### src/rtl/keypad_if.sv
// Key interface between the 4x4 keypad scanner (master) and its consumer / keypad pins (slave).
interface keypad_if;
   logic [3:0] fil;
   logic [3:0] col;
   logic [3:0] key_hex;
   logic       key_valid;
   logic       key_held;

   modport master (input fil, output col, key_hex, key_valid, key_held);
   modport slave  (output fil, input col, key_hex, key_valid, key_held);
endinterface

### src/rtl/keypad_scanner.sv
// 4x4 matrix keypad scanner: column drive, 2-flop row sync, debounce, hex decode, valid strobe.
// Optional auto-repeat of key_valid while held is enabled with `define KEYPAD_REPEAT_EN.
module keypad_scanner #(
   parameter int SCAN_CYCLES   = 1000,
   parameter int DEBOUNCE_CNT  = 8,
   parameter int REPEAT_DWELLS = 250
) (
   input  logic     clk,
   input  logic     rst,
   keypad_if.master kp
);
   localparam int DW = (SCAN_CYCLES > 1) ? $clog2(SCAN_CYCLES) : 1;
   localparam int CW = $clog2(DEBOUNCE_CNT + 1);
   localparam int RW = $clog2(REPEAT_DWELLS + 1);

   if (SCAN_CYCLES < 4 || DEBOUNCE_CNT < 1 || REPEAT_DWELLS < 1) begin : g_param_check
      $error("keypad_scanner: illegal parameter value");
   end

   typedef enum logic [1:0] {SCAN, DEBOUNCE, PRESSED} state_t;

   state_t          r_state, w_state_nxt;
   logic [3:0]      r_sync1, r_fil_s;
   logic [DW-1:0]   r_dwell;
   logic [1:0]      r_idx, w_idx_nxt;
   logic [1:0]      r_row, w_row_nxt;
   logic [CW-1:0]   r_deb, w_deb_nxt;
   logic [CW-1:0]   r_rel, w_rel_nxt;
   logic [3:0]      r_hex, w_hex_nxt;
   logic            r_valid, w_valid_nxt;
   logic            r_held, w_held_nxt;
   logic            w_sample, w_one_low, w_row_match, w_accept;
   logic [1:0]      w_low_row, w_acc_row;
`ifdef KEYPAD_REPEAT_EN
   logic [RW-1:0]   r_rep, w_rep_nxt;
`endif

   function automatic logic [3:0] decode(input logic [1:0] r, input logic [1:0] c);
      case ({r, c})
         4'b0000: decode = 4'h1;
         4'b0001: decode = 4'h2;
         4'b0010: decode = 4'h3;
         4'b0011: decode = 4'hA;
         4'b0100: decode = 4'h4;
         4'b0101: decode = 4'h5;
         4'b0110: decode = 4'h6;
         4'b0111: decode = 4'hB;
         4'b1000: decode = 4'h7;
         4'b1001: decode = 4'h8;
         4'b1010: decode = 4'h9;
         4'b1011: decode = 4'hC;
         4'b1100: decode = 4'hE;
         4'b1101: decode = 4'h0;
         4'b1110: decode = 4'hF;
         default: decode = 4'hD;
      endcase
   endfunction

   assign w_sample    = (r_dwell == DW'(SCAN_CYCLES - 1));
   assign w_row_match = (r_fil_s == ~(4'b0001 << r_row));

   // Exactly one row low is the only pattern treated as a key; ghosting patterns fall through.
   always_comb begin
      w_one_low = 1'b1;
      w_low_row = 2'd0;
      case (r_fil_s)
         4'b1110: w_low_row = 2'd0;
         4'b1101: w_low_row = 2'd1;
         4'b1011: w_low_row = 2'd2;
         4'b0111: w_low_row = 2'd3;
         default: w_one_low = 1'b0;
      endcase
   end

   always_comb begin
      w_state_nxt = r_state;
      w_idx_nxt   = r_idx;
      w_row_nxt   = r_row;
      w_deb_nxt   = r_deb;
      w_rel_nxt   = r_rel;
      w_hex_nxt   = r_hex;
      w_valid_nxt = 1'b0;
      w_held_nxt  = r_held;
      w_accept    = 1'b0;
      w_acc_row   = r_row;
`ifdef KEYPAD_REPEAT_EN
      w_rep_nxt   = r_rep;
`endif
      if (w_sample) begin
         unique case (r_state)
            SCAN: begin
               if (w_one_low) begin
                  w_row_nxt = w_low_row;
                  w_deb_nxt = CW'(1);
                  if (DEBOUNCE_CNT == 1) begin
                     w_accept  = 1'b1;
                     w_acc_row = w_low_row;
                  end else begin
                     w_state_nxt = DEBOUNCE;
                  end
               end else begin
                  w_idx_nxt = r_idx + 2'd1;
               end
            end
            DEBOUNCE: begin
               if (w_row_match) begin
                  w_deb_nxt = r_deb + CW'(1);
                  if (r_deb + CW'(1) == CW'(DEBOUNCE_CNT)) w_accept = 1'b1;
               end else begin
                  w_idx_nxt   = r_idx + 2'd1;
                  w_state_nxt = SCAN;
               end
            end
            PRESSED: begin
               if (r_fil_s == 4'hF) begin
                  w_rel_nxt = r_rel + CW'(1);
                  if (r_rel + CW'(1) == CW'(DEBOUNCE_CNT)) begin
                     w_held_nxt  = 1'b0;
                     w_idx_nxt   = r_idx + 2'd1;
                     w_state_nxt = SCAN;
                  end
               end else begin
                  w_rel_nxt = '0;
               end
`ifdef KEYPAD_REPEAT_EN
               if (w_row_match) begin
                  if (r_rep + RW'(1) == RW'(REPEAT_DWELLS)) begin
                     w_valid_nxt = 1'b1;
                     w_rep_nxt   = '0;
                  end else begin
                     w_rep_nxt = r_rep + RW'(1);
                  end
               end else begin
                  w_rep_nxt = '0;
               end
`endif
            end
            default: w_state_nxt = SCAN;
         endcase
      end
      if (w_accept) begin
         w_hex_nxt   = decode(w_acc_row, r_idx);
         w_valid_nxt = 1'b1;
         w_held_nxt  = 1'b1;
         w_rel_nxt   = '0;
         w_state_nxt = PRESSED;
`ifdef KEYPAD_REPEAT_EN
         w_rep_nxt   = '0;
`endif
      end
   end

   always_ff @(posedge clk or posedge rst) begin
      if (rst) begin
         r_state <= SCAN;
         r_sync1 <= 4'hF;
         r_fil_s <= 4'hF;
         r_dwell <= '0;
         r_idx   <= 2'd0;
         r_row   <= 2'd0;
         r_deb   <= '0;
         r_rel   <= '0;
         r_hex   <= 4'h0;
         r_valid <= 1'b0;
         r_held  <= 1'b0;
`ifdef KEYPAD_REPEAT_EN
         r_rep   <= '0;
`endif
      end else begin
         r_state <= w_state_nxt;
         r_sync1 <= kp.fil;
         r_fil_s <= r_sync1;
         r_dwell <= w_sample ? '0 : r_dwell + DW'(1);
         r_idx   <= w_idx_nxt;
         r_row   <= w_row_nxt;
         r_deb   <= w_deb_nxt;
         r_rel   <= w_rel_nxt;
         r_hex   <= w_hex_nxt;
         r_valid <= w_valid_nxt;
         r_held  <= w_held_nxt;
`ifdef KEYPAD_REPEAT_EN
         r_rep   <= w_rep_nxt;
`endif
      end
   end

   assign kp.col       = ~(4'b0001 << r_idx);
   assign kp.key_hex   = r_hex;
   assign kp.key_valid = r_valid;
   assign kp.key_held  = r_held;
endmodule
### src/flat_wrapper.sv
// flat-port wrapper written by rule: the top's interface ports become plain ports
module keypad_scanner_flat 
#(
   parameter int SCAN_CYCLES   = 1000,
   parameter int DEBOUNCE_CNT  = 8,
   parameter int REPEAT_DWELLS = 250
)
  (clk, rst, kp_fil, kp_col, kp_key_hex, kp_key_valid, kp_key_held);
  keypad_if kp_i ();
  input  logic clk;
  input  logic rst;
  input wire logic [$bits(kp_i.fil)-1:0] kp_fil;
  output wire logic [$bits(kp_i.col)-1:0] kp_col;
  output wire logic [$bits(kp_i.key_hex)-1:0] kp_key_hex;
  output wire logic [$bits(kp_i.key_valid)-1:0] kp_key_valid;
  output wire logic [$bits(kp_i.key_held)-1:0] kp_key_held;
  assign kp_i.fil = kp_fil;
  assign kp_col = kp_i.col;
  assign kp_key_hex = kp_i.key_hex;
  assign kp_key_valid = kp_i.key_valid;
  assign kp_key_held = kp_i.key_held;
  keypad_scanner #(.SCAN_CYCLES(SCAN_CYCLES), .DEBOUNCE_CNT(DEBOUNCE_CNT), .REPEAT_DWELLS(REPEAT_DWELLS)) u_core (.clk(clk), .rst(rst), .kp(kp_i));
endmodule
### config.mk
export PLATFORM = sky130hd
export DESIGN_NAME = keypad_scanner_flat
export DESIGN_NICKNAME = d
export VERILOG_FILES = /design/src/rtl/keypad_if.sv /design/src/rtl/keypad_scanner.sv /design/src/flat_wrapper.sv
export SDC_FILE = /design/constraint.sdc
export NUM_CORES = 1
export LEC_CHECK = 0
export ABC_AREA = 1
export CORE_MARGIN = 2
export CORE_UTILIZATION = 40
export DETAILED_ROUTE_END_ITERATION = 8
export DONT_BUFFER_PORTS = 1
export PLACE_DENSITY_LB_ADDON = 0.12
export SKIP_LAST_GASP = 1
export SLEW_MARGIN = 15
export SYNTH_ARGS = -nofsm -noshare
export SYNTH_HDL_FRONTEND = slang
export SYNTH_SLANG_ARGS = --single-unit
### constraint.sdc
create_clock -name clk -period 1.75 [get_ports clk]
set_clock_uncertainty 0.2 [all_clocks]
set_input_delay 0.4375 -clock clk [delete_from_list [all_inputs] [get_ports clk]]
set_output_delay 0.4375 -clock clk [all_outputs]
set_load 0.005 [all_outputs]
==> results of run 1 <==
[critical path: cells and delay by family, from the launching register on]
family / cells / cell delay [ps]
xor+xnor: 1 / 210
buf+inv: 1 / 90
flops: 1 / 540
simple gates: 6 / 620
[cell usage in the layout, fill, tap and decap left out, drive strengths merged, types with 8 or more instances in the layout]
cell	synthesis	routed
nand2	67	67
inv	40	40
dfrtp	30	30
nor2	27	27
buf	1	25
o21ai	15	15
nand3	12	12
a21oi	11	11
ha	9	9
dfstp	8	8
[timing repair]
| action | CTS | global route |
|---|---|---|
| setup buffers | 0 | 6 |
| hold endpoints to repair | 34 | 0 |
| gates resized for setup | 5 | 46 |
| hold buffers | 5 | 0 |
| pin swaps | 1 | 14 |
| setup endpoints to repair | 13 | 22 |
[power by group through the flow]
| stage | registers [mW] | clock network, mW | logic [mW] |
|---|---|---|---|
| 6_report | 0.901 | 0.918 | 0.0764 |
| 5_1_grt | 0.902 | 0.981 | 0.0867 |
| 4_1_cts | 0.899 | 0.946 | 0.0635 |
| 3_5_place_dp | 0.915 | 0 | 0.0543 |
| 3_3_place_gp | 0.915 | 0 | 0.0545 |
| 2_1_floorplan | 0.916 | 0 | 0.0328 |
[cell usage after synthesis, drive strengths merged]
master	count	area, um^2
xnor2	3	26.3
buf	1	5.00
nand2	67	264
o31ai	1	7.51
mux2i	1	10.0
or2	2	12.5
and3	2	12.5
nor3	3	26.3
o21ai	15	75.1
a31oi	1	6.26
a22oi	1	7.51
nor2	27	128
a21oi	11	55.1
xor2	3	26.3
ha	9	113
nand4	6	43.8
inv	40	150
nand3	12	60.1
o22ai	1	6.26
dfrtp	30	751
dfstp	8	210
[worst max path at each step]
stage,cells after the start,end
global route,12,u_core.r_state[0]
detailed placement,11,u_core.r_state[0]
global placement,12,u_core.r_state[0]
finish,8,u_core.r_idx[0]
CTS,11,u_core.r_state[0]
floorplan,11,u_core.r_state[0]
[through the flow]
stage / utilization / std cells
3_3_place_gp: 0.469 / 329
6_report: 0.557 / 348
2_1_floorplan: - / 244
3_5_place_dp: 0.469 / 329
4_1_cts: 0.514 / 342
5_1_grt: 0.557 / 348
[registers in the layout (all words and copies together), names as in the netlist, 4 cells and up]
| signal | flops |
|---|---|
| u_core.r_deb | 4 |
| u_core.kp.key_hex | 4 |
| u_core.r_sync1 | 4 |
| u_core.r_rel | 4 |
| u_core.r_fil_s | 4 |
| u_core.r_dwell | 10 |
[cell type report]
cell class,count,share of cell area
Sequential cell,38,0.363
Multi-Input combinational cell,165,0.394
Inverter,40,0.0605
Clock buffer,6,0.0312
Timing Repair Buffer,30,0.0974
Tap cell,67,0.0317
Clock inverter,2,0.0227
[logic make-up after synthesis]
kind of cell / count (synthesis) / share of synthesized area
xor+xnor: 6 / 0.0263
compound gates: 30 / 0.0790
flops: 38 / 0.482
buf+inv: 41 / 0.0777
mux: 1 / 0.00502
simple gates: 119 / 0.274
fa+ha+maj: 9 / 0.0564
[per-layer routing]
metal  share of wire  GRT usage  routed length, um
met5               0          0                  0
met3           0.029     0.0442                114
met4           0.011     0.0536                 44
met2            0.46      0.245               1830
met1            0.50      0.224               1970
==> metrics.yaml, run 1 <==
wire_per_inst_um: 11.4
synth_cells: 244
grt_max_degree: 39
slowest_delay_ps: 540
violations: "negative setup slack"
min_to: "u_core.r_fil_s[0]"
final_area_mm2: 0.00265
placed_area_mm2: 0.00223
areaGrowthSynthToFinish_pct: 32.7
clock_path_buffers: 2
final_nets: 295
status: "complete, but fails checks"
p_leak_nw: 1.36
port_buffers: 0
routed_wirelength_um: 3960
timing.rr.start: "u_core.r_fil_s[3]"
die_h_um: 74.6
synth_seq_area_share: 0.482
ys_types: 30
grt_pass1_wl_um: 6680
combPwrFrac: 0.040
post-route-period-util: 1.02
p_per_area_mw_per_mm2: 716
p_sw_frac: 0.191
cap_violations: 0
die_area_mm2: 0.00557
power_frac_clock: 0.484
gr-total-overflow: 0
gp_congestion: 0.777
multiInputGateArea_mm2: 0.00104
pin_count: 16
avgSynthCellArea_um2: 8.18
fillerInstances: 452
start_util: 0.420
grt_pass1_vias: 1468
critPathMaxFanout: 4
rsz0062_at_grt: "yes"
cts-root-buf: "clkbuf_8"
required_ps: 1720
num_vias: 1585
worstSkewPairLatency_ps: 300
hold_start: "u_core.r_sync1[0]"
totalNegativeSetupSlack_ps: -37.7
cp-start-kind: "flip-flop"
rr_worst_depth: 8
clk_pin_slew_worst_paths_ps: 70
crit_type: "flip-flop to flip-flop"
pwr-share-seq: 0.475
cts.sink_count: 38
hp-class: "flip-flop to flip-flop"
critPathArrivalTime_ps: 1750
p_switching_mw: 0.361
core_area_mm2: 0.00475
fmax_mhz: 562
crit_slowest_cell: "dfstp_2"
syn_nets: 259
dr.pass1.iters: 4
antenna_found_initial: 0
ir_worst_vdd_v: 0.000613
worstHoldPathCells: 0
syn-cell-area_mm2: 0.00200
finalMaxSlewViolations: 0
worst_pin_slew_ps: 317
ant_nets: 0
relSlewSlack: 0.787
setup_violations: 2
fin_ws_ps: -30.6
total_power_mw: 1.89
drc: 0
first_iter_violations: 66
cp-end-kind: "flip-flop"
die_x_um: 74.6
synth_warnings: 0
num_rows: 25
regToRegSetupSlack_ps: -30
holdWs_ps: 156
cp_cell_sequence: "nand2_1 > inv_1 > nand2_2 > nor2_1 > nand2_1 > nand2_2 > nand4_1 > xor2_1"
drive_above_1_share: 0.327
post-place-ws_ps: -71.8
via_per_inst: 4.55
grtUsageTotal: 0.161
hpwl_um: 2800
ys_ff_latch: 38
h-tree-depth: 2
register_area_um2: 961
diodes: 0
min_period_ps: 1780
cts_tree: "done"
r2r_end: "u_core.r_idx[0]"
hold_viol_final: 0
cts_buffers: 5
internal-power_mw: 1.53
cp-startpoint: "u_core.r_fil_s[3]"
(Power assumes the default switching activity.)
==> inputs of run 2 (changes only) <==
--- a/config.mk
+++ b/config.mk
@@ -8,6 +8,7 @@
 export ABC_AREA = 1
 export CORE_MARGIN = 2
 export CORE_UTILIZATION = 40
+export CTS_BUF_LIST = sky130_fd_sc_hd__clkbuf_4 sky130_fd_sc_hd__clkbuf_8 sky130_fd_sc_hd__clkbuf_16
 export DETAILED_ROUTE_END_ITERATION = 8
 export DONT_BUFFER_PORTS = 1
 export PLACE_DENSITY_LB_ADDON = 0.12
==> results of run 2 <==
Same layout as run 1: the final DEF is identical, and so are final timing and power.
==> inputs of run 3 (changes only) <==
==> constraint.sdc (replaced) <==
create_clock -name clk -period 2.1 [get_ports clk]
set_clock_uncertainty 0.2 [all_clocks]
set_input_delay 0.525 -clock clk [delete_from_list [all_inputs] [get_ports clk]]
set_output_delay 0.525 -clock clk [all_outputs]
set_load 0.005 [all_outputs]
==> metrics.yaml, run 3 (synthesized netlist as in run 1, its figures left out) <==
cp-end-kind: "primary output"  # was flip-flop
hold_viol_final: 0  # unchanged
worst_pin_slew_ps: 473  # was 317 ps
worstSkewPairLatency_ps: 280  # was 300 ps
slowest_delay_ps: 440  # was 540 ps
post-route-period-util: 0.906
grt_max_degree: 39  # unchanged
cts.sink_count: 38  # unchanged
status: "complete, no violations"  # was complete, but fails checks
die_area_mm2: 0.00557  # unchanged
dr.pass1.iters: 4  # unchanged
finalMaxSlewViolations: 0  # unchanged
drc: 0  # unchanged
h-tree-depth: 2  # unchanged
p_leak_nw: 1.18  # was 1.36 nW
final_cell_mix: "64 x nand2_1, 33 x inv_1, 30 x dfrtp_1, 24 x nor2_1, 12 x nand3_1"  # was 54 x nand2_1, 30 x dfrtp_1, 28 x inv_1, 22 x buf_4, 17 x nor2_1
place_inst: 312  # was 329
path_delay_family: "flip-flops"  # was simple AND/OR/NAND/NOR gates
cts-root-buf: "clkbuf_8"  # unchanged
grtUsageTotal: 0.158  # was 0.161
fmax_mhz: 526
routed_wirelength_um: 3660  # was 3960 um
num_rows: 25  # unchanged
regMostFlops: "u_core.r_dwell"  # unchanged
hpwl_um: 2740  # was 2800 um
areaGrowthSynthToFinish_pct: 9.47  # was 32.7%
clock_path_buffers: 2  # unchanged
clk_pin_slew_worst_paths_ps: 70  # about the same
antenna_found_initial: 0  # unchanged
p_per_area_mw_per_mm2: 599  # was 716 mW/mm^2
hp-class: "input port to asynchronous set/reset pin"  # was flip-flop to flip-flop
relSlewSlack: 0.685  # was 0.787
pin_count: 16  # unchanged
cp_cell_sequence: "inv_1 > ha_1 > inv_1"  # was nand2_1 > inv_1 > nand2_2 > nor2_1 > nand2_1 > nand2_2 > nand4_1 > xor2_1
crit_type: "flip-flop to primary output"  # was flip-flop to flip-flop
crit_buf_inv: 2  # was 1
final_common_cell: "nand2_1"  # unchanged
diodes: 0  # unchanged
final_nets: 267  # was 295
num_vias: 1445  # was 1585
port_buffers: 0  # unchanged
ant_nets: 0  # unchanged
ir_worst_vdd_v: 0.000323  # was 0.000613 V
largest_register_ffs: 10  # unchanged
crit_slowest_cell: "dfrtp_1"  # was dfstp_2
cts_buffers: 5  # unchanged
first_iter_violations: 112  # was 66
grt_pass1_wl_um: 6620  # was 6680 um
critPathMaxFanout: 6  # was 4
total_power_mw: 1.31  # was 1.89 mW
rsz0062_at_grt: "no"  # was yes
die_x_um: 74.6  # unchanged
core_area_mm2: 0.00475  # unchanged
cts_tree: "done"  # unchanged
grt_pass1_vias: 1378  # was 1468
cts_setup_buffers: 0  # unchanged
gr-total-overflow: 0  # unchanged
cp-start-kind: "flip-flop"  # unchanged
ctsHoldBuffers: 0  # was 5
critPathArrivalTime_ps: 1180  # was 1750 ps
required_ps: 1370  # was 1720 ps
setup_violations: 0  # was 2
fin_cells: 320  # was 348
min_period_ps: 1900
totalNegativeSetupSlack_ps: 0  # was -37.7 ps
start_util: 0.420  # unchanged
via_per_inst: 4.52  # was 4.55
cap_violations: 0  # unchanged
gp_congestion: 0.818  # was 0.777
ctsResizeCount: 0  # was 5
wire_per_inst_um: 11.4  # about the same
crit_path_frequent_cell: "inv_1"
drive_above_1_share: 0.138  # was 0.327
die_h_um: 74.6  # unchanged
-- run 3: cell types whose count changed in the layout (fill, tap and decap cells not counted), moves of 5 or more --
cell | before | now
buf_4 | 22 | 2
nand2_1 | 54 | 64
nand2_2 | 10 | 2
nor2_1 | 17 | 24
dlygate4sd3_1 | 5 | 0
inv_1 | 28 | 33
-- run 3: through the flow --
| step | utilization | hold WS [ps] | setup slack, ps | cell area [um^2] |
|---|---|---|---|---|
| 3_3_place_gp | 0.439 | 147 | 216 | 2090 |
| 6_report | 0.459 | 36.3 | 198 | 2180 |
| 3_5_place_dp | 0.439 | 147 | 207 | 2090 |
| 5_1_grt | 0.459 | 11.5 | 61.8 | 2180 |
| 2_1_floorplan | - | 145 | 444 | 2000 |
| 4_1_cts | 0.459 | 25.5 | 162 | 2180 |
-- run 3: where the power goes --
group / internal, mW / switching (mW) / leakage [nW]
registers: 0.746 / 0.00464 / 0.489
clock network: 0.278 / 0.246 / 0.0517
logic: 0.00770 / 0.0276 / 0.638
-- run 3: cell type report --
| type | instances | area, um^2 |
|---|---|---|
| inverter | 40 | 150 |
| tap | 67 | 83.8 |
| clock buffer | 7 | 90.1 |
| sequential | 38 | 961 |
| clock inverter | 1 | 5.00 |
| multi-input combinational | 165 | 880 |
| timing repair buffer | 2 | 15.0 |
| fill | 492 | 2570 |
-- run 3: path summary, 6_finish.rpt --
path / depth (start not counted) / start / slack (ps) / end
max: 3 / u_core.r_idx[0] / 200 / kp_col[0]
max reg2reg: 6 / u_core.r_fil_s[1] / 220 / u_core.r_idx[0]
min in group clk: 0 / kp_fil[3] / 40 / u_core.r_sync1[3]
min reg2reg: 0 / u_core.r_sync1[1] / 160 / u_core.r_fil_s[1]
max in group asynchronous: 2 / rst / 1300 / u_core.r_fil_s[1]
min: 2 / rst / 40 / u_core.r_row[0]
-- run 3: metal layers --
layer / track usage / routed length [um] / up-vias
met1: 0.233 / 2010 / 651
met3: 0.0361 / 74 / 2
met5: 0 / 0 / -
li1: - / - / 782
met4: 0.0655 / 29 / 0
met2: 0.224 / 1540 / 10
